`src/rtl/pdp8lmtmux.sv`:
```
// pdp8lmtmux: DC02-style multi-terminal multiplexor with per-terminal ARM-filled keyboard FIFOs.
module pdp8lmtmux #(
    parameter int NTERM = 6,
    parameter int KBDEPTH = 4,
    parameter logic [5:0] DEVA = 6'o11
) (
    input  logic        CLOCK,
    input  logic        RESET,
    input  logic        CSTEP,
    input  logic        armwrite,
    input  logic [3:0]  armraddr,
    input  logic [3:0]  armwaddr,
    input  logic [31:0] armwdata,
    output logic [31:0] armrdata,
    input  logic        iopstart,
    input  logic        iopstop,
    input  logic [11:0] ioopcode,
    input  logic [11:0] cputodev,
    output logic [11:0] devtocpu,
    output logic        AC_CLEAR,
    output logic        IO_SKIP,
    output logic        INT_RQST
);
    localparam int AW = $clog2(KBDEPTH);
    localparam logic [3:0] FULL = 4'(KBDEPTH);

    logic enable, intenab;
    logic [11:0] mton;
    logic [11:0] mem [12][KBDEPTH];
    logic [AW-1:0] rptr [12];
    logic [AW-1:0] wptr [12];
    logic [3:0] count [12];
    logic [11:0] prchar [12];
    logic [11:0] head [12];
    logic [11:0] ovf, prflag, prfull, sel, kbflag;
    logic [11:0] wr, push, flush, pop, push_ok;
    logic [11:0] kb_or, pf_bits, kf_bits, next_dtc;
    logic [2:0] fn;
    logic iot, dev_d, dev_e, mkcc, mkrs, mtcf, mtls, hit, next_skip;

    assign fn = ioopcode[2:0];
    assign iot = CSTEP & iopstart & enable & (ioopcode[11:9] == 3'o6);
    assign dev_d = iot & (ioopcode[8:3] == DEVA);
    assign dev_e = iot & (ioopcode[8:3] == DEVA + 6'd1);
    assign mkcc = dev_d & (fn == 3'd2 | fn == 3'd6);
    assign mkrs = dev_d & (fn == 3'd4 | fn == 3'd6);
    assign mtcf = dev_e & (fn == 3'd2);
    assign mtls = dev_e & (fn == 3'd6);
    assign hit = (dev_d & fn != 3'd0) | (dev_e & (fn == 3'd1 | fn == 3'd2 | fn == 3'd3 | fn == 3'd5 | fn == 3'd6));
    assign INT_RQST = intenab & |(sel & (kbflag | prflag));
    assign next_dtc = (mkrs ? kb_or : 12'd0) | (dev_d & fn == 3'd3 ? pf_bits : 12'd0)
                    | (dev_e & fn == 3'd3 ? kf_bits : 12'd0);
    assign next_skip = (dev_d & fn == 3'd1 & |(sel & kbflag)) | (dev_e & fn == 3'd1 & |(sel & prflag))
                     | (dev_e & fn == 3'd5 & INT_RQST);

    always_comb begin
        kb_or = '0;
        pf_bits = '0;
        kf_bits = '0;
        for (int n = 0; n < 12; n++) begin
            sel[n] = mton[11-n] && n < NTERM;
            kbflag[n] = count[n] != 4'd0;
            head[n] = kbflag[n] ? mem[n][rptr[n]] : 12'd0;
            kb_or = kb_or | (sel[n] ? head[n] : 12'd0);
            pf_bits[11-n] = prflag[n];
            kf_bits[11-n] = kbflag[n];
            wr[n] = armwrite && armwaddr == 4'(n + 2) && n < NTERM;
            push[n] = wr[n] & armwdata[24];
            flush[n] = wr[n] & armwdata[28];
            pop[n] = mkcc & sel[n] & kbflag[n];
            // a pop in the same cycle frees the slot a push into a full FIFO needs
            push_ok[n] = push[n] & (flush[n] | count[n] != FULL | pop[n]);
        end
    end

    always_comb begin
        armrdata = armraddr == 4'd0 ? 32'h44433001 :
                   armraddr == 4'd1 ? {enable, intenab, 2'b0, mton, 16'b0} : 32'd0;
        for (int n = 0; n < 12; n++)
            if (armraddr == 4'(n + 2) && n < NTERM)
                armrdata = {kbflag[n], prflag[n], prfull[n], ovf[n], count[n], prchar[n], head[n]};
    end

    always_ff @(posedge CLOCK) begin
        for (int n = 0; n < 12; n++) begin
            if (push_ok[n]) mem[n][flush[n] ? {AW{1'b0}} : wptr[n]] <= armwdata[11:0];
            if (wr[n] && armwdata[25]) prchar[n] <= armwdata[23:12];
            if (mtls && sel[n]) prchar[n] <= cputodev;
        end
    end

    always_ff @(posedge CLOCK) begin
        if (RESET) begin
            enable <= 1'b1;
            intenab <= 1'b0;
            mton <= '0;
            ovf <= '0;
            prflag <= '0;
            prfull <= '0;
            devtocpu <= '0;
            AC_CLEAR <= 1'b0;
            IO_SKIP <= 1'b0;
            for (int n = 0; n < 12; n++) begin
                rptr[n] <= '0;
                wptr[n] <= '0;
                count[n] <= '0;
            end
        end else begin
            if (armwrite && armwaddr == 4'd1) enable <= armwdata[31];
            if (dev_d && fn == 3'd5) intenab <= cputodev[0];
            if (dev_d && fn == 3'd7) mton <= cputodev;
            if (hit) begin
                devtocpu <= next_dtc;
                AC_CLEAR <= mkcc;
                IO_SKIP <= next_skip;
            end else if (CSTEP && iopstop && !iopstart) begin
                devtocpu <= '0;
                AC_CLEAR <= 1'b0;
                IO_SKIP <= 1'b0;
            end
            for (int n = 0; n < 12; n++) begin
                if (flush[n]) begin
                    rptr[n] <= '0;
                    wptr[n] <= AW'(push[n]);
                    count[n] <= 4'(push[n]);
                    ovf[n] <= 1'b0;
                end else begin
                    rptr[n] <= rptr[n] + AW'(pop[n]);
                    wptr[n] <= wptr[n] + AW'(push_ok[n]);
                    count[n] <= count[n] + 4'(push_ok[n]) - 4'(pop[n]);
                    if (push[n] && !push_ok[n]) ovf[n] <= 1'b1;
                end
                if (wr[n] && armwdata[26]) prfull[n] <= armwdata[29];
                if (wr[n] && armwdata[27]) prflag[n] <= armwdata[30];
                // IOP updates come last so they override a same-cycle ARM write
                if ((mtcf || mtls) && sel[n]) prflag[n] <= 1'b0;
                if (mtls && sel[n]) prfull[n] <= 1'b1;
            end
        end
    end
endmodule

```
`config.mk`:
```
export PLATFORM = sky130hd
export DESIGN_NAME = pdp8lmtmux
export DESIGN_NICKNAME = d
export VERILOG_FILES = /design/src/rtl/pdp8lmtmux.sv
export SDC_FILE = /design/constraint.sdc
export NUM_CORES = 1
export LEC_CHECK = 0
export ABC_AREA = 1
export BUFFER_PORTS_ARGS = -buffer_cell sky130_fd_sc_hd__buf_2
export CAP_MARGIN = 10
export CORE_AREA = 2 2 226 228
export CTS_BUF_LIST = sky130_fd_sc_hd__clkbuf_4
export DETAILED_ROUTE_END_ITERATION = 8
export DIE_AREA = 0 0 228 230
export GPL_ROUTABILITY_DRIVEN = 0
export HOLD_SLACK_MARGIN = 0.05
export PLACE_DENSITY_LB_ADDON = 0.2
export SYNTH_ARGS = -nofsm -noshare
export SYNTH_HDL_FRONTEND = slang
export SYNTH_SLANG_ARGS = --single-unit
```
`constraint.sdc`:
```
create_clock -name CLOCK -period 2.4 [get_ports CLOCK]
set_clock_uncertainty 0.1 [all_clocks]
set_input_delay 0 -clock CLOCK [delete_from_list [all_inputs] [get_ports CLOCK]]
set_output_delay 0 -clock CLOCK [all_outputs]
set_load 0.005 [all_outputs]
```
==> metrics.log <==
[metrics] result of the run: finished, violations left
[metrics] violations in the final reports: setup timing
[metrics] die extent in x: 228 um
[metrics] P_leak: roughly 12 nW
[metrics] post-detailed-route via-to-cell ratio: approximately 5.4
[metrics] post-route fraction of the period consumed by the critical path: 1.18
[metrics] detailed-placement wirelength estimate: around 49000 um
[metrics] DP Worst Slack: -0.0814 ns
[metrics] Overall Power: about 0.018 W
[metrics] critical path capture point type: output pin
[metrics] startpoint of the most critical setup path: rptr[0][4]$_SDFFCE_PN0P_
[metrics] number of detailed-routing iterations run before antenna repair: 6
[metrics] # clock sinks: approximately 450
[metrics] number of CTS-inserted buffers: about 120
[metrics] proportion of power drawn by the clock network: 0.391
[metrics] Clock Latency Late Sink: between 0.9 and 1 ns
[metrics] GRT Total Usage: 0.278
[metrics] number of fill cells in the layout: between 4000 and 5000
[metrics] cell row count: about 80
[metrics] Clock Path Buffers: 3
[metrics] startpoint class of the critical path: register
[metrics] longest individual stage delay on the worst path: roughly 0.52 ns
[metrics] Seq/Total Area, Yosys: 0.605
[metrics] max-slew violation count: 0
[metrics] largest net degree at the start of global routing: 43
[metrics] Total Wirelength: 74800 um
[metrics] max-slew headroom at the worst pin: 0.268
[metrics] number of cells after detailed placement: 3123
[metrics] crit path time final: between 2 and 3 ns
[metrics] cell at the slowest stage of the critical path: edfxtp_1
[metrics] largest fanout on the critical path: 6
[metrics] number of maximum-capacitance violations: 0
[metrics] synthesis-stage register bit count: around 450
[metrics] number of input and output port buffers inserted: approximately 120
[metrics] data required time of the worst path: about 2.3 ns
[metrics] worst hold path type: primary input to register
[metrics] worst path cell trace: buf_6 -> clkbuf_16 -> nand2_1 -> nand3_1 -> nand2_1 -> nor3_1 -> nor3_2 -> o221ai_2 -> buf_2
[metrics] gr ovfl total: 0
[metrics] CP dominant cell by count: nand2_1
[metrics] hold path start: armwaddr[3]
[metrics] total die area: 52400 um2
[metrics] worst-case setup margin in the final layout: -0.432 ns
[metrics] Root Driver: clkbuf_4
[metrics] Max rail drop VDD: 376 uV
[metrics] first-pass GRT wire length: 110000 um
[metrics] setup violation total in the final timing report: 22
[metrics] detailed-route via count: ~19000
[metrics] Final Net Count: between 2000 and 3000
[metrics] Final Hold Viols: 0
[metrics] post-synthesis instance area: approximately 22000 um2
[metrics] category of the most critical setup path: register to output pin
[metrics] chip height: between 200 and 250 um
[metrics] vias in the first global route: 18600
[metrics] proportion of layout cells with a drive suffix above 1: 0.305
[metrics] Slew @ Worst Pin: 1.09 ns
[metrics] Max Clock Freq: ~350 MHz
[metrics] gate count after technology mapping: about 2200
[metrics] final worst hold slack: ~0.030 ns
[metrics] antenna violations before repair: 3
[metrics] setup repair after global routing missed its margin: yes
[metrics] Int Power: around 0.013 W
[metrics] Antenna Violating Nets Remaining: 0
[metrics] total negative slack for setup checks: -5.46 ns
[metrics] final cell count without fillers: 3575
[metrics] CTS tree: yes
[metrics] Post-Synthesis Mean Instance Area: about 10 um2
[metrics] clock transition time at the flip-flop clock pins of the worst setup and hold paths: ~0.070 ns
[metrics] switching part of the total: 0.258
[metrics] number of warnings issued by yosys: 0
[metrics] number of levels the H-tree was split into: 3
[metrics] Wirelength per Cell: around 21 um
[metrics] effective utilization at floorplan: 0.436
[metrics] Top Ports: about 120
[metrics] count of routing violations after the opening detailed-route iteration: about 2300
[metrics] Layout Area Growth over Synthesis: 35.4%
[metrics] reported net switching power: ~0.0046 W
[metrics] count of different cell masters after synthesis: 52
[metrics] portion of total power attributed to combinational logic: 0.117
[metrics] Data arrival, critical path: about 2.7 ns
[metrics] PwrDens: between 600 and 700 nW/um2
[metrics] relative contribution of sequential cells to total power: 0.493
[metrics] startpoint of the worst-slack reg-to-reg timing path: enable$_SDFFE_PP1P_
[metrics] post-detailed-route DRC marker count: 0
[metrics] area of the placeable core: between 40000 and 50000 um2
==> cell usage in the layout, fill, tap and decap left out, types with 7 or more instances in the layout <==
master,count
nand2_1,591
edfxtp_1,408
buf_4,194
clkbuf_4,183
nand3_1,169
nor2_1,155
dlygate4sd3_1,134
buf_2,116
inv_1,115
o21ai_1,92
a21oi_1,71
conb_1,48
o21ai_0,43
dfxtp_1,41
inv_2,41
nand2_2,35
nor2_2,32
buf_6,30
nand4_1,29
nand3_2,28
nand2_4,27
nor3_2,24
ha_1,24
nor2_4,21
clkinv_1,21
buf_12,19
a211oi_1,13
ha_4,13
nor3_1,11
a21oi_2,11
xnor2_1,10
inv_4,8
o21ai_2,7
o22ai_2,7
nor3_4,7
o2111ai_2,7
==> area by class of cell <==
type / count / area [um2] / area share
Antenna cell: 3 / 7.51 / 0.000255
Clock buffer: 183 / 1370 / 0.0466
Clock inverter: 31 / 188 / 0.00637
Inverter: 173 / 723 / 0.0245
Multi-Input combinational cell: 1558 / 8920 / 0.303
Sequential cell: 454 / 13200 / 0.447
Tap cell: 672 / 841 / 0.0285
Timing Repair Buffer: 500 / 4230 / 0.144
Timing Repair inverter: 1 / 6.26 / 0.000212
==> power by group through the flow <==
stage	combinational [W]	clock (W)	sequential (W)
floorplan	0.000800	0	0.00892
global placement	0.00143	0	0.00892
detailed placement	0.00147	0	0.00893
CTS	0.00185	0.00707	0.00876
global route	0.00222	0.00745	0.00877
finish	0.00207	0.00694	0.00877
==> stage by stage <==
step | util | area (um2)
after floorplan | - | 22100
after global placement | 0.489 | 24400
after detailed placement | 0.489 | 24400
after CTS | 0.573 | 28600
after global routing | 0.591 | 29500
final | 0.591 | 29500
==> cell usage after synthesis (all sizes together) <==
| cell | count | area [um2] |
|---|---|---|
| ha | 40 | 500 |
| a221oi | 6 | 52.6 |
| nand4 | 29 | 181 |
| mux2i | 6 | 60.1 |
| edfxtp | 408 | 12300 |
| nand3b | 4 | 42.5 |
| dfxtp | 46 | 921 |
| nand2 | 654 | 2510 |
| or2 | 9 | 56.3 |
| nor3 | 42 | 226 |
| a21oi | 82 | 425 |
| nor2 | 210 | 918 |
| clkbuf | 20 | 75.1 |
| xnor2 | 10 | 87.6 |
| fa | 6 | 120 |
| clkinv | 2 | 7.51 |
| o311ai | 1 | 8.76 |
| inv | 171 | 644 |
| o21ai | 146 | 746 |
| nor3b | 1 | 7.51 |
| o22a | 2 | 17.5 |
| a211oi | 13 | 97.6 |
| o211ai | 6 | 45.0 |
| o21a | 2 | 15.0 |
| a31oi | 2 | 12.5 |
| buf | 61 | 374 |
| o2111ai | 11 | 96.3 |
| o22ai | 15 | 93.8 |
| xor2 | 4 | 35.0 |
| conb | 1 | 3.75 |
| nand3 | 203 | 1080 |
| o2111a | 1 | 11.3 |
| o221ai | 4 | 35.0 |
==> logic make-up (layout without fill, tap and decap cells) <==
kind of cell | after synthesis | after routing | share of synthesized area
flops | 454 | 454 | 0.605
buf+inv | 254 | 888 | 0.0506
compound gates | 291 | 291 | 0.0761
other cells | 1 | 51 | 0.000172
simple gates | 1152 | 1153 | 0.231
fa+ha+maj | 46 | 46 | 0.0285
xor+xnor | 14 | 14 | 0.00564
mux | 6 | 6 | 0.00276
==> worst paths after layout <==
check / end / slack, ns / cells after the start
setup / recovery: armrdata[8] / -0.43 / 9
hold reg to reg: mton[0]$_SDFFE_PP0P_ / 0.37 / 2
setup reg to reg: count[5][1]$_SDFFCE_PN0P_ / -0.02 / 14
hold / removal: prchar[0][6]$_DFFE_PP_ / 0.03 / 9
==> routing by layer <==
metal | track usage | vias to the layer above | share of wire
met5 | 0 | - | 0
met4 | 0.106 | 0 | 0.032
met3 | 0.0756 | 191 | 0.11
met2 | 0.425 | 1066 | 0.45
met1 | 0.380 | 9314 | 0.41
li1 | - | 8851 | -
==> critical path: cells and delay by family (launching register included) <==
kind            cells  cell delay, ns
flops               1            0.52
buf+inv             3            0.50
simple gates        5            0.61
compound gates      1            0.19
==> repair_timing <==
item | 4_1_cts | 5_1_grt
endpoints found under the setup margin | 32 | 530
setup buffers | 59 | 38
endpoints found under the hold margin | 814 | 80
resized for setup | 207 | 154
pin swaps | 54 | 80
cloned | 3 | 2
hold buffers | 134 | 8
==> sequential cells by signal, indices dropped and copies added (netlist names) <==
| register | count |
|---|---|
| AC_CLEAR | 1 |
| IO_SKIP | 1 |
| count | 24 |
| devtocpu | 12 |
| enable | 1 |
| intenab | 1 |
| mem | 288 |
| mton | 12 |
| ovf | 6 |
| prchar | 72 |
| prflag | 6 |
| prfull | 6 |
| rptr | 12 |
| wptr | 12 |
Power figures use the tool's default switching activity.
